$ cat config.mk
export PLATFORM = sky130hd
export DESIGN_NAME = mov_src_encoder
export DESIGN_NICKNAME = d
export VERILOG_FILES = /design/src/rtl/mov_pkg.sv /design/src/rtl/mov_rr_pick.sv /design/src/rtl/mov_src_encoder.sv
export SDC_FILE = /design/constraint.sdc
export NUM_CORES = 1
export LEC_CHECK = 0
export ABC_AREA = 1
export BUFFER_PORTS_ARGS = -buffer_cell sky130_fd_sc_hd__buf_2
export CAP_MARGIN = 20
export CORE_UTILIZATION = 60
export DETAILED_ROUTE_END_ITERATION = 10
export GPL_TIMING_DRIVEN = 0
export PLACE_DENSITY = 0.83
export SETUP_SLACK_MARGIN = 0.4
export SLEW_MARGIN = 10
export SYNTH_ARGS = -nofsm -noshare
export SYNTH_HDL_FRONTEND = slang
export SYNTH_SLANG_ARGS = --single-unit
$ cat constraint.sdc
create_clock -name clk -period 4.7 [get_ports clk]
set_clock_uncertainty 0.05 [all_clocks]
set_input_delay 0.94 -clock clk [delete_from_list [all_inputs] [get_ports clk]]
set_output_delay 0.94 -clock clk [all_outputs]
set_load 0.02 [all_outputs]
$ cat src/rtl/mov_pkg.sv
// rtl/mov_pkg.sv - shared defaults and FSM state type for the mov source encoder
package mov_pkg;

  localparam int N_SRC_DEFAULT = 16;
  localparam int IDX_W_DEFAULT = 4;

  typedef enum logic {
    IDLE  = 1'b0,
    OFFER = 1'b1
  } mov_state_t;

endpackage

$ cat src/rtl/mov_rr_pick.sv
// rtl/mov_rr_pick.sv - combinational round-robin pick: lowest pending index at or after ptr, wrapping
module mov_rr_pick
  import mov_pkg::*;
#(
  parameter int N_SRC = N_SRC_DEFAULT,
  parameter int IDX_W = IDX_W_DEFAULT
) (
  input  logic [N_SRC-1:0] pending,
  input  logic [IDX_W-1:0] ptr,
  output logic [IDX_W-1:0] idx,
  output logic             found
);

  int j;

  always_comb begin
    idx   = '0;
    found = 1'b0;
    j     = 0;
    // Scan from the farthest slot back toward ptr so the nearest hit is written last.
    for (int k = N_SRC - 1; k >= 0; k--) begin
      j = int'(ptr) + k;
      if (j >= N_SRC) begin
        j = j - N_SRC;
      end
      if (pending[j[IDX_W-1:0]]) begin
        idx   = j[IDX_W-1:0];
        found = 1'b1;
      end
    end
  end

endmodule

$ cat src/rtl/mov_src_encoder.sv
// rtl/mov_src_encoder.sv - captures mov requests and offers them one at a time, round-robin, to the control unit
module mov_src_encoder
  import mov_pkg::*;
#(
  parameter int N_SRC = N_SRC_DEFAULT,
  parameter int IDX_W = IDX_W_DEFAULT
) (
  input  logic             clk,
  input  logic             rst,
  input  logic             enable,
  input  logic [N_SRC-1:0] req_in,
  output logic [IDX_W-1:0] mov_src_bin,
  output logic             mov_src_valid,
  input  logic             mov_src_ready,
  output logic [N_SRC-1:0] pending,
  output logic             busy,
  output logic             overflow
);

  mov_state_t       state;
  logic [IDX_W-1:0] ptr;
  logic [IDX_W-1:0] pick_idx;
  logic             pick_found;
  logic             grant;
  logic [N_SRC-1:0] req_eff;
  logic [N_SRC-1:0] clr_mask;

  assign req_eff = enable ? req_in : '0;
  assign grant   = (state == OFFER) && mov_src_valid && mov_src_ready;
  assign busy    = (|pending) | mov_src_valid;

  always_comb begin
    clr_mask = '0;
    if (grant) begin
      clr_mask[mov_src_bin] = 1'b1;
    end
  end

  mov_rr_pick #(
    .N_SRC(N_SRC),
    .IDX_W(IDX_W)
  ) u_pick (
    .pending(pending),
    .ptr    (ptr),
    .idx    (pick_idx),
    .found  (pick_found)
  );

  always_ff @(posedge clk or posedge rst) begin
    if (rst) begin
      state         <= IDLE;
      ptr           <= '0;
      pending       <= '0;
      mov_src_bin   <= '0;
      mov_src_valid <= 1'b0;
      overflow      <= 1'b0;
    end else begin
      // A new request is OR'd in after the grant clear, so set wins over clear.
      pending <= (pending & ~clr_mask) | req_eff;
      if (|(req_eff & pending & ~clr_mask)) begin
        overflow <= 1'b1;
      end
      case (state)
        IDLE: begin
          if (enable && pick_found) begin
            mov_src_bin   <= pick_idx;
            mov_src_valid <= 1'b1;
            state         <= OFFER;
          end
        end
        OFFER: begin
          if (mov_src_ready) begin
            mov_src_valid <= 1'b0;
            state         <= IDLE;
            if (mov_src_bin == IDX_W'(N_SRC - 1)) begin
              ptr <= '0;
            end else begin
              ptr <= mov_src_bin + IDX_W'(1);
            end
          end
        end
        default: state <= IDLE;
      endcase
    end
  end

endmodule

==> metrics.yaml, run 1 <==
status: "finished, final reports clean"
first_global_vias: 3265
cts_buffers: 3
dp.cells: 600
whs_ns: 0.452
rsz0062_at_grt: "no"
syn2layout_area_growth_pct: 11.9
fin_ws_ns: 1.16
clk_latency_ns: 0.27
die-area_um2: 5140
synth_area_um2: 2910
cp-end-kind: "flop"
clk_pin_slew_ns: 0.09
finalSetupTns_ns: 0
ant_nets: 0
cp-startpoint: "ptr[0]"
clock-sinks: 27
portBuffers: 42
worstPathArrival_ns: 3.66
final_layout_size_suffix_gt1_frac: 0.116
dr.max_layer_used: "met4"
drt-pass1-iter-count: 5
start_util: 0.647
grt_pass1_wl_um: 14900
route.detailed.drc: 0
worstMarginPinSlew_ns: 0.598
gp_congestion: 1.00
fin_crit_ns: 3.54
antenna_found_initial: 0
wl_um: 9100
grtUsageTotal: 0.371
viasPerCell: 5.94
crit_required_ns: 4.81
finalNonFillerCells: 605
antennaDiodeCount: 0
cts_tree: "yes"
boundaryPins: 43
fp.dieH_um: 71.7
final_common_cell: "nand2_1"
grt-ovfl-total: 0
hold_buffers: 0
vias: 3592
wl_met2_um: 4440
synth_warnings: 0
rows: 24
ys_seq_area_frac: 0.232
grt_max_degree: 28
num-nets-final: 585
cp-start-kind: "flop"
root_buffer: "clkbuf_8"
coreArea_um2: 4500
hpwlAfterDp_um: 6980
cts-resized-gates: 0
r2r-start: "ptr[0]"
report.final.hold_viol_count: 0
die_w_um: 71.7
synthesis.instances: 506
drtIter0Drc: 360
clockBufferDepth: 2
path_max_fanout: 10
crit_type: "flop to flop"
synth_seq_cells: 27
ys_types: 33
cap_viol_max_count: 0
relSlewSlack: 0.600
min_path_type: "flop to flop"
slew_viol_final: 0
cts_max_level: 1
m1WireLength_um: 3570
mostFrequentLayoutCells: "nand2_1, nand3_1, inv_1"
finalSetupViolations: 0
hold_start: "overflow"
synth_area_per_cell_um2: 5.76
syn-num-nets: 537
fin_crit_sh: 0.754
routedWlPerCell_um: 15.0
pre_cts_slack_ns: 1.29
fmaxAchievable_mhz: 282
post_cts_buffers: 0
wl_met3_um: 700
## cell type report
type	instances	area, µm²
Multi-Input combinational cell	410	1950
Fill cell	405	1240
Sequential cell	27	676
Timing Repair Buffer	43	238
Inverter	55	206
Buffer	14	78.8
Tap cell	52	65.1
Clock buffer	4	45.0
## metrics by stage
step | utilization | area [µm²]
after detailed placement | 0.708 | 3190
after global placement | 0.708 | 3190
after CTS | 0.718 | 3230
after global routing | 0.724 | 3260
after floorplan | - | 2910
final | 0.724 | 3260
## sequential cells by signal (all words and copies together), names as in the netlist
register,flops
pending,16
mov_src_bin,4
ptr,4
mov_src_valid,1
overflow,1
state,1
## worst paths after layout
| path | slack [ns] | to | cells after the start |
|---|---|---|---|
| min in group asynchronous | 0.60 | pending[7] | 2 |
| setup reg to reg | 1.16 | mov_src_bin[0] | 21 |
| hold reg to reg | 0.45 | overflow | 2 |
| hold / removal | 0.45 | overflow | 2 |
| setup / recovery | 1.16 | mov_src_bin[0] | 21 |
| max in group asynchronous | 3.54 | mov_src_bin[2] | 3 |
## synth_stat cells
cell type | n | area, µm²
nand2_1 | 192 | 721
nand3_1 | 77 | 385
inv_1 | 52 | 195
a21oi_1 | 46 | 230
dfrtp_1 | 27 | 676
o21ai_0 | 22 | 110
nor2_1 | 18 | 67.6
ha_1 | 11 | 138
nor3_1 | 8 | 40.0
buf_2 | 6 | 30.0
nor4_1 | 6 | 37.5
clkbuf_1 | 4 | 15.0
a21o_1 | 3 | 22.5
buf_4 | 3 | 22.5
inv_2 | 3 | 11.3
o21ai_1 | 3 | 15.0
o22ai_1 | 3 | 18.8
xor2_1 | 3 | 26.3
a21boi_0 | 2 | 15.0
a31oi_1 | 2 | 12.5
nand4_1 | 2 | 12.5
o31ai_1 | 2 | 15.0
a21oi_2 | 1 | 8.76
buf_6 | 1 | 11.3
nand2_2 | 1 | 6.26
nand3b_1 | 1 | 7.51
nor2_2 | 1 | 6.26
o21a_1 | 1 | 7.51
o311ai_0 | 1 | 8.76
o32a_1 | 1 | 10.0
or2_2 | 1 | 6.26
xnor2_1 | 1 | 8.76
xor2_2 | 1 | 16.3
## critical path: stages (launching register included)
cell,delay (ns)
dfrtp_1,0.41
inv_2,0.14
buf_2,0.24
buf_2,0.26
ha_1,0.33
buf_2,0.24
nand3_1,0.13
nand2_1,0.07
a21oi_1,0.34
nand2_1,0.16
nand2_1,0.18
nor2_1,0.07
o21ai_0,0.08
a21oi_1,0.09
o21ai_0,0.18
nand3b_1,0.11
nand2_1,0.07
nand2_1,0.05
nand2_1,0.05
nand2_1,0.05
nand2_1,0.08
nand2_1,0.05
## routing by layer
metal  vias to the layer above  track usage
met5                         -            0
met4                         0        0.159
met3                        38       0.0338
met2                       201        0.675
li1                       1762            -
met1                      1591        0.445
## kinds of logic after synthesis
group	share of synthesized area
and+or+nand+nor	0.443
AOI/OAI and AO/OA	0.163
buffers and inverters	0.0979
DFF	0.232
adders and majority gates	0.0472
xor gates and xnor gates	0.0176
Power of run 1 is left out: the tool's default activity adds up to more than one toggle a clock period on the data nets, which glitch-free logic cannot reach.
==> run 2: changes to the inputs <==
- CORE_UTILIZATION: 60 -> 58
- PLACE_DENSITY: 0.83 -> 0.81
- clock period: 4.7 -> 3.36 ns (I/O delays scaled with it)
==> run 2 against run 1 <==
Register-to-register slack got worse by 0.64 ns. Global-route usage decreased by 0.75 points. Worst setup slack got worse by 0.64 ns. Die area increased by 3.3%. Maximum frequency increased by 25%. Utilization increased by 5.6 points.
==> metrics.yaml, run 2 (synthesized netlist as in run 1, its figures left out) <==
boundaryPins: 43  # unchanged
coreArea_um2: 4790  # was 4500 µm²
wl_um: 10200  # was 9100 µm
report.final.hold_viol_count: 0  # unchanged
grtUsageTotal: 0.363  # was 0.371
hold_buffers: 0  # unchanged
route.detailed.drc: 0  # unchanged
relSlewSlack: 0.586  # was 0.600
clk_pin_slew_ns: 0.09  # about the same
routedWlPerCell_um: 15.8  # was 15.0 µm
cp-start-kind: "flop"  # unchanged
crit_type: "flop to flop"  # unchanged
rows: 25  # was 24
root_buffer: "clkbuf_8"  # unchanged
worstPathArrival_ns: 3.00  # was 3.66 ns
r2r_setup_slack_ns: 0.52  # was 1.16 ns
start_util: 0.609  # was 0.647
antennaDiodeCount: 0  # unchanged
top_regs: "pending (16), mov_src_bin (4), ptr (4)"  # unchanged
worstMarginPinSlew_ns: 0.619  # was 0.598 ns
final_common_cell: "nand2_1"  # unchanged
num-nets-final: 611  # was 585
cp-startpoint: "ptr[0]"  # unchanged
final_layout_size_suffix_gt1_frac: 0.228  # was 0.116
clk_latency_ns: 0.28  # was 0.27 ns
antenna_found_initial: 0  # unchanged
cts_max_level: 1  # unchanged
clockBufferDepth: 2  # unchanged
vias: 3855  # was 3,592
reg2reg_depth: 27  # was 21
status: "finished, final reports clean"  # unchanged
ant_nets: 0  # unchanged
rsz0062_at_grt: "yes"  # was no
cts_buffers: 3  # unchanged
whs_ns: 0.253  # was 0.452 ns
die-area_um2: 5310  # was 5140 µm²
grt-ovfl-total: 0  # unchanged
die_w_um: 72.9  # was 71.7 µm
drt-pass1-iter-count: 8  # was 5
hpwlAfterDp_um: 7030  # was 6980 µm
portBuffers: 42  # unchanged
fin_crit_ns: 2.84  # was 3.54 ns
mostFrequentLayoutCells: "nand2_1, nand3_1, inv_1"  # unchanged
grt_pass1_wl_um: 14800  # was 14,900 µm
syn2layout_area_growth_pct: 28.1  # was 11.9%
path_max_fanout: 8  # was 10
regMostFlops: "pending"  # unchanged
fp.dieH_um: 72.9  # was 71.7 µm
slew_viol_final: 0  # unchanged
cts_tree: "yes"  # unchanged
finalSetupViolations: 0  # unchanged
r2r-start: "ptr[0]"  # unchanged
first_global_vias: 3208  # was 3,265
drtIter0Drc: 391  # was 360
crit_required_ns: 3.52  # was 4.81 ns
placed_cell_area_um2: 3210  # was 3190 µm²
min_path_type: "input port to asynchronous set/reset pin"  # was flop to flop
grt_max_degree: 28  # unchanged
viasPerCell: 5.97  # was 5.94
r2r-end: "mov_src_bin[3]"  # was mov_src_bin[0]
fin_crit_sh: 0.845  # was 0.754
clock-sinks: 27  # unchanged
gp_congestion: 1.05  # was 1.00
fmaxAchievable_mhz: 352  # was 282 MHz
largest_reg_flops: 16  # unchanged
cap_viol_max_count: 0  # unchanged
cp-end-kind: "flop"  # unchanged
fin_area_um2: 3730  # was 3260 µm²
fill_cells: 371  # was 405
run 2: cell count changes in the layout (fill, tap and decap cells not counted), sizes merged:
| cell | delta |
|---|---|
| clkbuf | +1 |
| buf | +25 |
run 2: final cells by class:
cell class,instances,area (µm²),area share
sequential,27,678,0.182
tap,67,83.8,0.0225
multi-input combinational,410,2120,0.569
inverter,55,216,0.0580
buffer,14,134,0.0359
timing repair buffer,69,450,0.121
clock buffer,4,45.0,0.0121
run 2: worst max-delay path by stage:
stage | slack, ns | to | cells past startpoint
2_1_floorplan | 0.59 | mov_src_bin[0] | 23
3_3_place_gp | -0.06 | mov_src_bin[3] | 26
3_5_place_dp | -0.04 | mov_src_bin[2] | 24
4_1_cts | 0.42 | mov_src_bin[1] | 29
5_1_grt | 0.32 | mov_src_bin[2] | 24
6_report | 0.52 | mov_src_bin[3] | 27
run 2: metrics by stage:
| step | setup WS (ns) | cells | util | setup TNS [ns] |
|---|---|---|---|---|
| after global placement | -0.0592 | 615 | 0.670 | -0.0606 |
| after CTS | 0.416 | 623 | 0.697 | 0 |
| after floorplan | 0.587 | 506 | - | 0 |
| after global routing | 0.317 | 646 | 0.780 | 0 |
| final | 0.521 | 646 | 0.780 | 0 |
| after detailed placement | -0.0435 | 615 | 0.670 | -0.140 |
run 2: routing by layer:
metal | up-vias | track usage | wire, µm
met5 | - | 0 | 0
met3 | 71 | 0.0428 | 744
met4 | 0 | 0.231 | 586
li1 | 1820 | - | -
met2 | 232 | 0.622 | 4930
met1 | 1732 | 0.433 | 3950
run 2: worst max-delay path: stages, from the launching register on:
cell and delay, ns:
dfrtp_1 0.37, inv_2 0.05, buf_6 0.13, buf_8 0.12, ha_4 0.30, inv_4 0.04
buf_6 0.13, nand3_2 0.07, nand2_2 0.06, o21ai_1 0.25, nand2_1 0.12, nand2_1 0.07
inv_1 0.03, nand2_1 0.06, nand2_1 0.05, nand2_1 0.05, nand2_1 0.04, nand2_1 0.10
nand2_1 0.06, nand2_1 0.06, nand2_1 0.05, nand2_1 0.08, nand2_1 0.06, nand2_1 0.06
nand2_1 0.05, nand2_1 0.06, nand2_1 0.07, a21oi_2 0.12
run 2: what timing repair did:
action / 4_1_cts / 5_1_grt
setup endpoints to repair: 4 / 4
gates resized for setup: 16 / 53
cloned: 0 / 1
pin swaps: 2 / 12
setup buffers: 4 / 21
Power of run 2 is left out for the same reason.
